<file path="config.mk">
export PLATFORM = sky130hd
export DESIGN_NAME = ex_mem_stage
export DESIGN_NICKNAME = d
export VERILOG_FILES = /design/src/rtl/ex_mem_pkg.sv /design/src/rtl/ex_mem_stage_mult_iter.sv /design/src/rtl/ex_mem_stage.sv
export SDC_FILE = /design/constraint.sdc
export NUM_CORES = 1
export LEC_CHECK = 0
export ABC_AREA = 1
export BUFFER_PORTS_ARGS = -buffer_cell sky130_fd_sc_hd__buf_2
export CAP_MARGIN = 20
export CORE_MARGIN = 4
export CORE_UTILIZATION = 42
export CTS_BUF_LIST = sky130_fd_sc_hd__clkbuf_2 sky130_fd_sc_hd__clkbuf_4 sky130_fd_sc_hd__clkbuf_8
export DETAILED_ROUTE_END_ITERATION = 7
export SETUP_SLACK_MARGIN = 0.05
export SLEW_MARGIN = 20
export SYNTH_ARGS = -nofsm -noshare
export SYNTH_HDL_FRONTEND = slang
export SYNTH_SLANG_ARGS = --single-unit
</file>
<file path="constraint.sdc">
create_clock -name clk -period 3.8 [get_ports clk]
set_clock_uncertainty 0.1 [all_clocks]
set_input_delay 0.38 -clock clk [delete_from_list [all_inputs] [get_ports clk]]
set_output_delay 0.38 -clock clk [all_outputs]
set_load 0.01 [all_outputs]
</file>
<file path="src/rtl/ex_mem_pkg.sv">
// ex_mem_pkg: shared encodings, funct codes, FSM states and datapath width for the EX stage
package ex_mem_pkg;

    localparam int DATA_W = 32;

    typedef enum logic [1:0] {
        ALUOP_ADD   = 2'b00,
        ALUOP_SUB   = 2'b01,
        ALUOP_FUNCT = 2'b10,
        ALUOP_NONE  = 2'b11
    } aluop_e;

    localparam logic [5:0] FUNCT_ADD  = 6'h20;
    localparam logic [5:0] FUNCT_SUB  = 6'h22;
    localparam logic [5:0] FUNCT_AND  = 6'h24;
    localparam logic [5:0] FUNCT_OR   = 6'h25;
    localparam logic [5:0] FUNCT_SLT  = 6'h2A;
    localparam logic [5:0] FUNCT_MULT = 6'h18;

    typedef enum logic {
        IDLE = 1'b0,
        MUL  = 1'b1
    } state_e;

endpackage

</file>
<file path="src/rtl/ex_mem_stage_mult_iter.sv">
// mult_iter: iterative shift-add multiplier, one iteration per cycle, low DATA_W bits of product
//   start   : load operands a/b and begin (ignored while abort is high)
//   abort   : drop any multiply in progress, clear all state
//   busy    : iterations in progress
//   done    : high during the final iteration; product is valid in that same cycle
//   product : accumulator including the current iteration's partial product
module mult_iter #(
    parameter int DATA_W = 32,
    parameter int CYCLES = 32
) (
    input  logic              clk,
    input  logic              rst_n,
    input  logic              start,
    input  logic              abort,
    input  logic [DATA_W-1:0] a,
    input  logic [DATA_W-1:0] b,
    output logic              busy,
    output logic              done,
    output logic [DATA_W-1:0] product
);

    localparam int CNT_W = $clog2(CYCLES + 1);

    logic [DATA_W-1:0] mcand, mplier, acc, acc_nxt;
    logic [CNT_W-1:0]  cnt;

    // Product is taken combinationally so the last iteration and the result
    // register in the EX/MEM stage share the same edge.
    assign acc_nxt = acc + (mplier[0] ? mcand : '0);
    assign done    = busy && (cnt == CNT_W'(CYCLES - 1));
    assign product = acc_nxt;

    always_ff @(posedge clk or negedge rst_n) begin
        if (!rst_n) begin
            busy   <= 1'b0;
            cnt    <= '0;
            acc    <= '0;
            mcand  <= '0;
            mplier <= '0;
        end else if (abort) begin
            busy   <= 1'b0;
            cnt    <= '0;
            acc    <= '0;
            mcand  <= '0;
            mplier <= '0;
        end else if (start) begin
            busy   <= 1'b1;
            cnt    <= '0;
            acc    <= '0;
            mcand  <= a;
            mplier <= b;
        end else if (busy) begin
            acc    <= acc_nxt;
            mcand  <= mcand << 1;
            mplier <= mplier >> 1;
            cnt    <= done ? '0 : cnt + 1'b1;
            busy   <= !done;
        end
    end

endmodule

</file>
<file path="src/rtl/ex_mem_stage.sv">
// ex_mem_stage: EX pipeline stage (ALU, branch adder, dest mux, iterative multiply) feeding the EX/MEM register
//   inputs : in_valid/flush, ID/EX controls (wb_ctl, m_ctl, regdst, alusrc, aluop),
//            ID/EX data (npc, rdata1, rdata2, s_extend, instr_2016, instr_1511)
//   outputs: stall (multiply in progress), EX/MEM register contents
//            (out_valid, wb_ctlout, m_ctlout, add_result, alu_result, zero, rdata2out, muxout)
module ex_mem_stage
    import ex_mem_pkg::*;
#(
    parameter int DATA_W     = 32,
    parameter int MUL_CYCLES = 32
) (
    input  logic              clk,
    input  logic              rst_n,
    input  logic              in_valid,
    input  logic              flush,
    input  logic [1:0]        wb_ctl,
    input  logic [2:0]        m_ctl,
    input  logic              regdst,
    input  logic              alusrc,
    input  logic [1:0]        aluop,
    input  logic [DATA_W-1:0] npc,
    input  logic [DATA_W-1:0] rdata1,
    input  logic [DATA_W-1:0] rdata2,
    input  logic [DATA_W-1:0] s_extend,
    input  logic [4:0]        instr_2016,
    input  logic [4:0]        instr_1511,
    output logic              stall,
    output logic              out_valid,
    output logic [1:0]        wb_ctlout,
    output logic [2:0]        m_ctlout,
    output logic [DATA_W-1:0] add_result,
    output logic [DATA_W-1:0] alu_result,
    output logic              zero,
    output logic [DATA_W-1:0] rdata2out,
    output logic [4:0]        muxout
);

    state_e            state, state_nxt;
    logic [5:0]        funct;
    logic [DATA_W-1:0] b_op, alu_val, branch;
    logic [4:0]        dest;
    logic              is_mul, mul_start, mul_busy, mul_done;
    logic [DATA_W-1:0] mul_prod;
    logic [1:0]        c_wb;
    logic [2:0]        c_m;
    logic [DATA_W-1:0] c_add, c_rd2;
    logic [4:0]        c_dest;

    assign funct     = s_extend[5:0];
    assign b_op      = alusrc ? s_extend : rdata2;
    assign dest      = regdst ? instr_1511 : instr_2016;
    assign branch    = npc + (s_extend << 2);
    assign is_mul    = (aluop == ALUOP_FUNCT) && (funct == FUNCT_MULT);
    assign mul_start = (state == IDLE) && in_valid && is_mul && !flush;
    assign stall     = (state == MUL);

    always_comb begin
        alu_val = '0;
        case (aluop)
            ALUOP_ADD: alu_val = rdata1 + b_op;
            ALUOP_SUB: alu_val = rdata1 - b_op;
            ALUOP_FUNCT: begin
                case (funct)
                    FUNCT_ADD: alu_val = rdata1 + b_op;
                    FUNCT_SUB: alu_val = rdata1 - b_op;
                    FUNCT_AND: alu_val = rdata1 & b_op;
                    FUNCT_OR:  alu_val = rdata1 | b_op;
                    FUNCT_SLT: alu_val = {{(DATA_W-1){1'b0}}, $signed(rdata1) < $signed(b_op)};
                    default:   alu_val = '0;
                endcase
            end
            default: alu_val = '0;
        endcase
    end

    mult_iter #(
        .DATA_W (DATA_W),
        .CYCLES (MUL_CYCLES)
    ) u_mult (
        .clk     (clk),
        .rst_n   (rst_n),
        .start   (mul_start),
        .abort   (flush),
        .a       (rdata1),
        .b       (b_op),
        .busy    (mul_busy),
        .done    (mul_done),
        .product (mul_prod)
    );

    // Leaving MUL on !mul_busy only guards against the multiplier having
    // been cleared underneath the FSM; normally mul_done ends the state.
    always_comb begin
        state_nxt = state;
        if (flush)
            state_nxt = IDLE;
        else if (state == IDLE)
            state_nxt = mul_start ? MUL : IDLE;
        else if (mul_done || !mul_busy)
            state_nxt = IDLE;
    end

    always_ff @(posedge clk or negedge rst_n) begin
        if (!rst_n)
            state <= IDLE;
        else
            state <= state_nxt;
    end

    // Controls and pass-through data of a multiply are held here because
    // upstream is free to change its inputs while the stage stalls.
    always_ff @(posedge clk or negedge rst_n) begin
        if (!rst_n) begin
            c_wb   <= '0;
            c_m    <= '0;
            c_add  <= '0;
            c_rd2  <= '0;
            c_dest <= '0;
        end else if (mul_start) begin
            c_wb   <= wb_ctl;
            c_m    <= m_ctl;
            c_add  <= branch;
            c_rd2  <= rdata2;
            c_dest <= dest;
        end
    end

    // Bubbles clear only valid and the controls; data fields keep their value.
    always_ff @(posedge clk or negedge rst_n) begin
        if (!rst_n) begin
            out_valid  <= 1'b0;
            wb_ctlout  <= '0;
            m_ctlout   <= '0;
            add_result <= '0;
            alu_result <= '0;
            zero       <= 1'b0;
            rdata2out  <= '0;
            muxout     <= '0;
        end else if (flush) begin
            out_valid <= 1'b0;
            wb_ctlout <= '0;
            m_ctlout  <= '0;
        end else if (state == MUL) begin
            if (mul_done) begin
                out_valid  <= 1'b1;
                wb_ctlout  <= c_wb;
                m_ctlout   <= c_m;
                add_result <= c_add;
                alu_result <= mul_prod;
                zero       <= (mul_prod == '0);
                rdata2out  <= c_rd2;
                muxout     <= c_dest;
            end else begin
                out_valid <= 1'b0;
                wb_ctlout <= '0;
                m_ctlout  <= '0;
            end
        end else if (in_valid && !is_mul) begin
            out_valid  <= 1'b1;
            wb_ctlout  <= wb_ctl;
            m_ctlout   <= m_ctl;
            add_result <= branch;
            alu_result <= alu_val;
            zero       <= (alu_val == '0);
            rdata2out  <= rdata2;
            muxout     <= dest;
        end else begin
            out_valid <= 1'b0;
            wb_ctlout <= '0;
            m_ctlout  <= '0;
        end
    end

endmodule

</file>
== After elaboration in Yosys (flattened, before gate mapping) ==
Cells that the tools add are included.

* Add/sub/neg operators: 5
* Order comparisons: 1
* Equality and inequality tests: 10
* Mux-type cells: 52
* Bitwise gates (word level): 4
* Reductions and logical operators: 17

{| class="wikitable"
|+ Operator list
! kind !! count
|-
| $mux W32 || 20
|-
| $pmux W32 S5 || 1
|-
| $add A32 B32 Y32 || 3
|-
| $pmux W32 S3 || 1
|-
| $logic_not A32 Y1 || 2
|-
| $and A32 B32 Y32 || 1
|-
| $lt A32 B32 Y1 || 1
|-
| $or A32 B32 Y32 || 1
|-
| $sub A32 B32 Y32 || 1
|-
| $eq A6 B6 Y1 const B || 5
|-
| $mux W6 || 4
|-
| $mux W5 || 4
|-
| $mux W1 || 14
|-
| $eq A6 B5 Y1 const B || 2
|-
| $mux W3 || 4
|-
| $mux W2 || 4
|-
| $add A6 B1 Y6 const B || 1
|-
| $logic_and A1 B1 Y1 || 6
|-
| $logic_not A1 Y1 || 4
|-
| $reduce_and A3 Y1 || 1
|-
| $reduce_bool A3 Y1 || 1
|-
| $eq A2 B1 Y1 const B || 1
|-
| $eq A2 B2 Y1 const B || 1
|-
| $logic_not A2 Y1 || 1
|-
| other kinds (4) || 5
|}

* Register bits: 286
* Input bits: 151
* Output and inout bits: 109
* Word-level logic and storage cells: 108

== Depth between registers and ports, before layout ==
Gate-level depths: netlist (run 1).

* Depth after elaboration: 7
* Mapped depth: 28
* Depth with buffers taken out: 27

== Hierarchy ==
From an unflattened synthesis (run 1), not the netlist that was laid out.

* Cells, all modules: 3652
* Area, all modules: 23836.6 sq um

{| class="wikitable"
|+ By module, submodules not included
! module !! instances !! cells an instance !! area an instance (sq um) !! seq. area each (sq um)
|-
| ex_mem_stage || 1 || 2590 || 16537.1 || 4579.4
|-
| mult_iter || 1 || 1062 || 7299.5 || 2577.5
|}

== Worst setup path after synthesis (run 1) ==
No wires, ideal clock.

* Kind: in2reg
* Start: input alusrc
* End: register zero
* Library setup time: 0.065 ns
* Arrival: 2.983 ns
* Required time: 3.635 ns
* Setup slack: 0.652 ns
* Stages: 23
* Path buffers: 2
* Cell sequence: clkbuf_1 > clkbuf_1 > o21ai_0 > inv_1 > ha_1 > fa_1 > nand3_1 > nand2_1 > nand2_1 > nand2_1 > nand2_1 > nand2_1 > o21ai_0 > nand2_1 > nor2_1 > nand3_1 > nor2_1 > nand3_1 > nor2_1 > nand2_1 > nand2_1 > nand2_1 > nand2_1

* Word-level cells in the longest chain between the ends: 7
* Elaborated cells between the ends (all ways): 11
* Classes of those cells: add/sub (2); order compare (1); mux (5); bitwise (2); reduce/logical (1)

{| class="wikitable"
|+ RTL lines
! element !! line !! text
|-
| start: declaration || ex_mem_stage.sv:19 || <nowiki>input logic alusrc,</nowiki>
|-
| $mux W32 * || ex_mem_stage.sv:50 || <nowiki>assign b_op = alusrc ? s_extend : rdata2;</nowiki>
|-
| $sub A32 B32 Y32, or another cell as far along || ex_mem_stage.sv:61, ex_mem_stage.sv:65 ||
|-
| $pmux W32 S5 || ex_mem_stage.sv:63 || <nowiki>case (funct)</nowiki>
|-
| $pmux W32 S3 * || ex_mem_stage.sv:59 || <nowiki>case (aluop)</nowiki>
|-
| $logic_not A32 Y1 * || ex_mem_stage.sv:164 || <nowiki>zero <= (alu_val == '0);</nowiki>
|-
| $mux W1 * || ex_mem_stage.sv:158 || <nowiki>end else if (in_valid && !is_mul) begin</nowiki>
|-
| $mux W1 * || ex_mem_stage.sv:143 || <nowiki>end else if (state == MUL) begin</nowiki>
|-
| end signal: assignment || ex_mem_stage.sv:150 || <nowiki>zero <= (mul_prod == '0);</nowiki>
|-
| end signal: assignment || ex_mem_stage.sv:164 ||
|-
| end: declaration || ex_mem_stage.sv:33 || <nowiki>output logic zero,</nowiki>
|}

Every way passes the cells marked *; elsewhere a longest branch is shown, timed or not. The select of a mux whose other input is x is not followed.
A chain may end at the register's enable or synchronous reset.

== Worst setup path after layout (run 1) ==
* Start: input rdata2[0]
* End: register zero

* Word-level cells in the longest chain between the ends: 7
* Elaborated cells between the ends (all ways): 11
* Classes of those cells: add/sub (2); order compare (1); mux (5); bitwise (2); reduce/logical (1)

{| class="wikitable"
|+ RTL lines
! element !! line !! text
|-
| start: declaration || ex_mem_stage.sv:23 || <nowiki>input logic [DATA_W-1:0] rdata2,</nowiki>
|-
| $mux W32 * || ex_mem_stage.sv:50 ||
|-
| $sub A32 B32 Y32, or another cell as far along || ex_mem_stage.sv:61, ex_mem_stage.sv:65 ||
|-
| $pmux W32 S5 || ex_mem_stage.sv:63 ||
|-
| $pmux W32 S3 * || ex_mem_stage.sv:59 ||
|-
| $logic_not A32 Y1 * || ex_mem_stage.sv:164 ||
|-
| $mux W1 * || ex_mem_stage.sv:158 ||
|-
| $mux W1 * || ex_mem_stage.sv:143 ||
|}

Marked as above.

==> results of run 1 <==
==> state kept, by name (all words and copies together), names as in the netlist, 6 cells and up <==
name and flops:
alu_result 32, u_mult.cnt 6, c_rd2 32, u_mult.acc 32
u_mult.mcand 32, c_add 32, u_mult.mplier 32, rdata2out 32
add_result 32
==> path summary, 6_finish.rpt <==
| path | cells after the start | slack [ns] | from | endpoint |
|---|---|---|---|---|
| setup / recovery | 23 | 0.20 | rdata2[0] | zero |
| max in group asynchronous | 3 | 2.35 | rst_n | alu_result[11] |
| min in group asynchronous | 2 | 0.27 | rst_n | u_mult.mplier[26] |
| hold / removal | 4 | 0.04 | s_extend[29] | c_add[31] |
| hold reg to reg | 2 | 0.37 | c_rd2[11] | c_rd2[11] |
| setup reg to reg | 18 | 0.31 | u_mult.mplier[0] | zero |
==> cell families (layout without fill, tap and decap cells) <==
| family | after synthesis | count (layout) | share of synthesized area [%] |
|---|---|---|---|
| simple gates | 1680 | 1680 | 29.8 |
| compound gates | 684 | 684 | 16.6 |
| buf+inv | 607 | 1099 | 10.3 |
| flops | 286 | 286 | 31.3 |
| fa+ha+maj | 179 | 179 | 9.91 |
| xor+xnor | 44 | 44 | 1.68 |
| mux | 10 | 10 | 0.464 |
| other cells | 0 | 2 | 0 |
==> Yosys cell counts (3+ instances only) <==
cell,n
dfrtp_1,286
nand2_1,1080
clkbuf_1,65
o21ai_0,261
nor4_1,6
nor2_1,297
nor2_4,3
a21o_1,11
o21a_1,11
nand3_1,195
nor3_1,34
xnor2_1,23
o21bai_1,18
buf_1,10
ha_1,175
fa_1,4
mux2_2,5
a221oi_1,4
inv_1,463
or2_2,5
and2_1,3
a22o_1,14
nand4_1,33
nand3b_1,7
mux2i_1,5
clkinv_1,3
xor2_1,21
buf_2,54
a21oi_1,165
inv_2,9
buf_4,3
o21ai_1,77
o211ai_1,17
a31oi_1,57
o22ai_1,35
nor2_2,7
==> repair_timing <==
| item | in CTS | in global routing |
|---|---|---|
| endpoints found under the setup margin | 0 | 1 |
| gates resized for setup | 0 | 1 |
| hold buffers | 52 | 0 |
| hold endpoints to repair | 188 | 0 |
==> power breakdown <==
part,leakage [nW],switching (mW),internal [mW]
clock network,0.617,1.43,1.91
registers,3.68,0.166,3.30
logic,11.1,1.92,1.12
total,15.4,3.51,6.33
==> worst max-delay path, delay by kind of cell <==
family	cells	cell delay (ns)
buffers and inverters	3	0.76
AO/OA/AOI/OAI	2	0.35
AND/OR/NAND/NOR	16	1.84
adder cells (fa/ha/maj)	2	0.72
==> final cells by class <==
| cell class | count | area [µm²] | share of cell area [%] |
|---|---|---|---|
| clock buffers | 83 | 1020 | 3.63 |
| repair buffers | 529 | 3580 | 12.8 |
| well taps | 696 | 871 | 3.11 |
| flip-flops and latches | 286 | 7160 | 25.6 |
| multi-input cells | 2597 | 13400 | 47.9 |
| clock inverters | 12 | 165 | 0.590 |
| diodes | 2 | 5.00 | 0.0179 |
| inverters | 475 | 1790 | 6.40 |
==> routing by layer <==
metal	vias to the layer above	routed length, µm	global-route usage, %	share of wire, %
met3	202	7740	5.53	8.2
met4	18	4030	11.9	4.3
met1	11700	40700	43.6	43
met2	1103	42000	50.2	44
met5	-	96	0	0.10
li1	12200	-	-	-
==> through the flow <==
stage | setup TNS (ns) | instances | instance area, µm²
detailed placement | -0.0425 | 4531 | 26300
global placement | 0 | 4531 | 26300
floorplan | 0 | 3490 | 22900
CTS | 0 | 4678 | 28000
global route | 0 | 4679 | 28000
finish | 0 | 4680 | 28000
==> results.sh, run 1 <==
export IMPL_numPortBuffers=259
export IMPL_vias=25200
export IMPL_worst_slack_ns=0.198
export IMPL_overflow=0
export IMPL_cts_root_buffer_cell="clkbuf_8"
export IMPL_ys_flop_type="dfrtp_1"
export IMPL_leakage_nw=15.4
export IMPL_crit_type="input pin to register"
export IMPL_async_flop_share_pct=100
export IMPL_postCtsSetupRepairBufs=0
export IMPL_power_mw=9.84
export IMPL_synth_area_leaders="dfrtp_1, nand2_1, ha_1, inv_1, o21ai_0"
export IMPL_drc=0
export IMPL_startpoint_type="input pin"
export IMPL_first_global_vias=23600
export IMPL_syn_area_um2=22900
export IMPL_initial_core_util_pct=42.5
export IMPL_cap_viol_max_count=0
export IMPL_slew_viol_final=0
export IMPL_syn_nets=3820
export IMPL_syn_to_final_growth_pct=22.3
export IMPL_outcome="completed"
export IMPL_cts_tree="built"
export IMPL_power_density_nw_per_um2=352
export IMPL_yosysSeqAreaShare_pct=31.3
export IMPL_synthCells=3490
export IMPL_hp_class="input pin to register"
export IMPL_rows=85
export IMPL_fin_crit_sh_pct=94.8
export IMPL_cp_arrival_ns=4.07
export IMPL_core_um2=53900
export IMPL_ir_drop_v=0.000353
export IMPL_synth_edf_count=0
export IMPL_clk_pin_slew_ns=0.06
export IMPL_grt_setup_unrepaired="false"
export IMPL_drtIter0Drc=2406
export IMPL_cp_end_kind="register"
export IMPL_max_slew_margin_pct=34.3
export IMPL_grt_usage_pct=31.7
export IMPL_synth_distinct_cells=52
export IMPL_fin_crit_ns=3.60
export IMPL_slowest_stage="dlygate4sd3_1"
export IMPL_max_freq_mhz=278
export IMPL_setup_violations=0
export IMPL_cp_slowest_stage_delay_ns=0.52
export IMPL_antenna_left=0
export IMPL_drive_gt1_share_pct=15.3
export IMPL_critPathRequiredTime_ns=4.27
export IMPL_nets=4272
export IMPL_fillerInstances=5558
export IMPL_synth_seq_cells=286
export IMPL_cpMostUsedCell="nand2_1"
export IMPL_synth_area_per_cell_um2=6.56
export IMPL_cts_path_max_buffers=3
export IMPL_insertion_delay_ns=0.71
export IMPL_antenna_found_initial=11
export IMPL_die_area_um2=58300
export IMPL_dp_slack_ns=-0.0425
export IMPL_cts_sinks=286
export IMPL_synth_top_area_share_pct=31.3
export IMPL_vias_per_cell=5.38
export IMPL_io_pins=260
export IMPL_die_y_um=241
export IMPL_grt_pass1_wl_um=141000
export IMPL_hold_viol=0
export IMPL_drtPass1Iterations=6
export IMPL_worstPathCellList="dlygate4sd3_1 -> buf_2 -> o21ai_1 -> inv_1 -> ha_1 -> fa_1 -> nand3_1 -> nand2_1 -> nand2_1 -> nand2_1 -> nand2_1 -> nand2_1 -> o21ai_0 -> nand2_1 -> nor2_1 -> nand3_1 -> nor2_1 -> nand3_1 -> nor2_1 -> nand2_1 -> nand2_1 -> nand2_1 -> nand2_1"
export IMPL_yosysTopAreaCell="dfrtp_1"
export IMPL_cts_buffers=53
export IMPL_totalWireLength_um=94500
export IMPL_detail_route_wl_per_cell_um=20.2
export IMPL_ys_warnings_count=0
export IMPL_tightest_slew_ns=0.985
export IMPL_htreeDepth=2
export IMPL_grt_max_degree=109
export IMPL_final_util_pct=51.9
export IMPL_dp_hpwl_um=74600
export IMPL_place_congestion=1.03
export IMPL_hold_ws_ns=0.0438
export IMPL_final_common_cell="nand2_1"
export IMPL_die_w_um=241
export IMPL_cp_max_fo=4
export IMPL_final_cell_mix="nand2_1, inv_1, nor2_1"
No activity file was read; power rests on OpenSTA's default activity.
==> run 2: changes to the inputs <==
--- a/config.mk
+++ b/config.mk
@@ -16,4 +16,5 @@
 export SLEW_MARGIN = 20
 export SYNTH_ARGS = -nofsm -noshare
 export SYNTH_HDL_FRONTEND = slang
+export SYNTH_HIERARCHICAL = 1
 export SYNTH_SLANG_ARGS = --single-unit
==> run 2 against run 1 <==
Compared with the run above: non-clock buffer count is 113 higher; via count is 2.5% higher; highest routed layer is now met4; maximum frequency is 1.8% higher; critical path type is now register to register; synthesized cell count is 4.6% higher; power is 0.70% higher; global-route usage is 1.2 points lower; largest cell class unchanged; die area is 4.0% higher.
==> results.sh, run 2 <==
export IMPL_outcome="completed"
export IMPL_drtPass1Iterations=6
export IMPL_worst_r2r_path_depth=21
export IMPL_path_buf_inv=5
export IMPL_tightest_slew_ns=0.945
export IMPL_final_util_pct=54.2
export IMPL_critPathRequiredTime_ns=4.31
export IMPL_syn_nets=3989
export IMPL_die_area_um2=60600
export IMPL_place_congestion=0.993
export IMPL_dp_hpwl_um=75000
export IMPL_synth_edf_count=0
export IMPL_ys_flop_type="dfrtp_1"
export IMPL_critPathCapture="zero"
export IMPL_grt_setup_unrepaired="false"
export IMPL_power_mw=9.91
export IMPL_fin_crit_ns=3.54
export IMPL_rows=87
export IMPL_drc=0
export IMPL_io_pins=260
export IMPL_yosysSeqAreaShare_pct=30.0
export IMPL_synth_seq_cells=286
export IMPL_ir_drop_v=0.000295
export IMPL_initial_core_util_pct=42.4
export IMPL_stdcell_count=5027
export IMPL_cts_buffers=54
export IMPL_cts_path_max_buffers=3
export IMPL_antenna_found_initial=6
export IMPL_cts_sinks=286
export IMPL_cpMostUsedCell="nand2_1"
export IMPL_cp_slowest_stage_delay_ns=0.54
export IMPL_slew_viol_final=0
export IMPL_fin_tns_setup_ns=0
export IMPL_hp_class="input pin to register"
export IMPL_slowest_stage="or4_4"
export IMPL_cap_viol_max_count=0
export IMPL_synth_top_area_share_pct=30.0
export IMPL_final_common_cell="nand2_1"
export IMPL_cp_max_fo=7
export IMPL_totalWireLength_um=95500
export IMPL_setup_worst_path_start="u_mult/mplier[0]"
export IMPL_setup_violations=0
export IMPL_cpLargestDelayFamily="simple AND/OR/NAND/NOR gates"
export IMPL_hold_viol=0
export IMPL_yosysTopAreaCell="dfrtp_1"
export IMPL_synthCells=3652
export IMPL_grt_usage_pct=30.5
export IMPL_cp_end_kind="register"
export IMPL_die_y_um=246
export IMPL_cp_num_cells=21
export IMPL_synth_distinct_cells=55
export IMPL_async_flop_share_pct=100
export IMPL_crit_type="register to register"
export IMPL_hold_path_startpoint="rdata1[25]"
export IMPL_detail_route_wl_per_cell_um=19.0
export IMPL_synth_area_leaders="dfrtp_1, nand2_1, ha_1, inv_1, o21ai_0"
export IMPL_grt_pass1_wl_um=142000
export IMPL_max_freq_mhz=283
export IMPL_numPortBuffers=259
export IMPL_cts_root_buffer_cell="clkbuf_8"
export IMPL_antenna_left=0
export IMPL_cts_tree="built"
export IMPL_clk_pin_slew_ns=0.06
export IMPL_ys_warnings_count=6
export IMPL_final_cell_mix="nand2_1, inv_1, buf_4"
export IMPL_drtIter0Drc=2252
export IMPL_placed_cells=4852
export IMPL_worstPathCellList="buf_6 -> nand2_1 -> inv_1 -> ha_4 -> nand2_1 -> nand2_1 -> nand2_1 -> nand2_1 -> inv_1 -> nand2_1 -> a21oi_2 -> nand3_1 -> and2_4 -> or4_4 -> nor4_4 -> buf_4 -> nand4_1 -> o31ai_2 -> buf_4 -> nor2_1 -> nor2_1"
export IMPL_rrSetupSlack_ns=0.26
export IMPL_vias=25800
export IMPL_synth_common_cells="nand2_1, inv_1, nor2_1, dfrtp_1, o21ai_0"
export IMPL_drive_gt1_share_pct=20.1
export IMPL_cp_arrival_ns=4.05
export IMPL_fin_crit_sh_pct=93.1
export IMPL_startpoint_type="register"
export IMPL_leakage_nw=16.8
export IMPL_max_slew_margin_pct=37.0
export IMPL_overflow=0
export IMPL_synth_most_common_cell="nand2_1"
export IMPL_hold_depth=3
export IMPL_syn_to_final_growth_pct=28.0
export IMPL_core_um2=56300
export IMPL_r2r_end="zero"
export IMPL_vias_per_cell=5.13
export IMPL_nets=4561
export IMPL_first_global_vias=24400
export IMPL_synth_area_per_cell_um2=6.53
export IMPL_power_density_nw_per_um2=325
export IMPL_syn_area_um2=23800
export IMPL_htreeDepth=2
export IMPL_die_w_um=246
export IMPL_grt_max_degree=130
export IMPL_timing_rr_start="u_mult/mplier[0]"
export IMPL_insertion_delay_ns=0.68
==> run 2: cell count changes after synthesis, moves of 17 or more <==
cell / previous run / this run
nand3_1: 195 / 234
nand2_1: 1080 / 1191
buf_2: 54 / 27
mux2i_1: 5 / 36
a31oi_1: 57 / 40
o21ai_0: 261 / 235
inv_1: 463 / 504
o21ai_1: 77 / 25
nand2_2: 2 / 25
==> run 2: cell type report <==
| cell class | count | area [µm²] |
|---|---|---|
| diodes | 4 | 10.0 |
| multi-input cells | 2716 | 14700 |
| flip-flops and latches | 286 | 7160 |
| repair buffers | 642 | 4460 |
| fillers | 5735 | 25800 |
| clock buffers | 90 | 1130 |
| inverters | 524 | 1980 |
| well taps | 756 | 946 |
| clock inverters | 9 | 135 |
==> run 2: report_power, final <==
part           leakage, nW  switching [mW]  total [mW]  internal (mW)
combinational         12.4            1.85        2.96           1.11
clock                0.670            1.46        3.53           2.07
sequential            3.74           0.149        3.42           3.27
==> run 2: worst reg2reg max path: stages, from the launching register on <==
cell,delay (ns)
dfrtp_2,0.48
buf_6,0.17
nand2_1,0.06
inv_1,0.07
ha_4,0.27
nand2_1,0.06
nand2_1,0.09
nand2_1,0.07
nand2_1,0.06
inv_1,0.05
nand2_1,0.08
a21oi_2,0.16
nand3_1,0.11
and2_4,0.18
or4_4,0.54
nor4_4,0.20
buf_4,0.14
nand4_1,0.09
o31ai_2,0.23
buf_4,0.13
nor2_1,0.04
nor2_1,0.09
==> run 2: stage by stage <==
stage | hold slack [ns] | worst slack (ns) | instance area, µm²
final | 0.0576 | 0.262 | 30500
after global routing | 0.0276 | 0.00411 | 30500
after CTS | 0.00680 | 0.128 | 29900
after detailed placement | 0.357 | -0.210 | 28000
after global placement | 0.352 | -0.178 | 28000
after floorplan | -0.0156 | 0.548 | 23800
==> run 2: routing by layer <==
layer  share of wire, %  GRT usage (%)  vias to the layer above
met1                 44           42.1                    11900
met3                6.9           4.68                      191
met5                  0              0                        -
met4                4.0           10.7                        0
li1                   -              -                    12800
met2                 45           48.7                      876
==> run 2: what timing repair did <==
| item | 4_1_cts | 5_1_grt |
|---|---|---|
| endpoints found under the setup margin | 0 | 1 |
| gates resized for setup | 0 | 110 |
| endpoints found under the hold margin | 180 | 0 |
| hold buffers | 69 | 0 |
| buffers inserted | 0 | 2 |
==> run 2: logic make-up after synthesis <==
family / synth area share, %
fa+ha+maj: 9.89
mux: 1.51
flops: 30.0
simple gates: 32.7
compound gates: 13.7
xor+xnor: 1.53
buf+inv: 10.7
==> run 2: how the worst min path moves through the flow <==
stage | end | slack [ns]
global placement | u_mult/acc[0] | 0.35
detailed placement | u_mult/acc[0] | 0.36
floorplan | add_result[0] | -0.02
CTS | u_mult/mcand[23] | 0.007
finish | u_mult/mcand[25] | 0.06
global route | u_mult/mcand[26] | 0.03
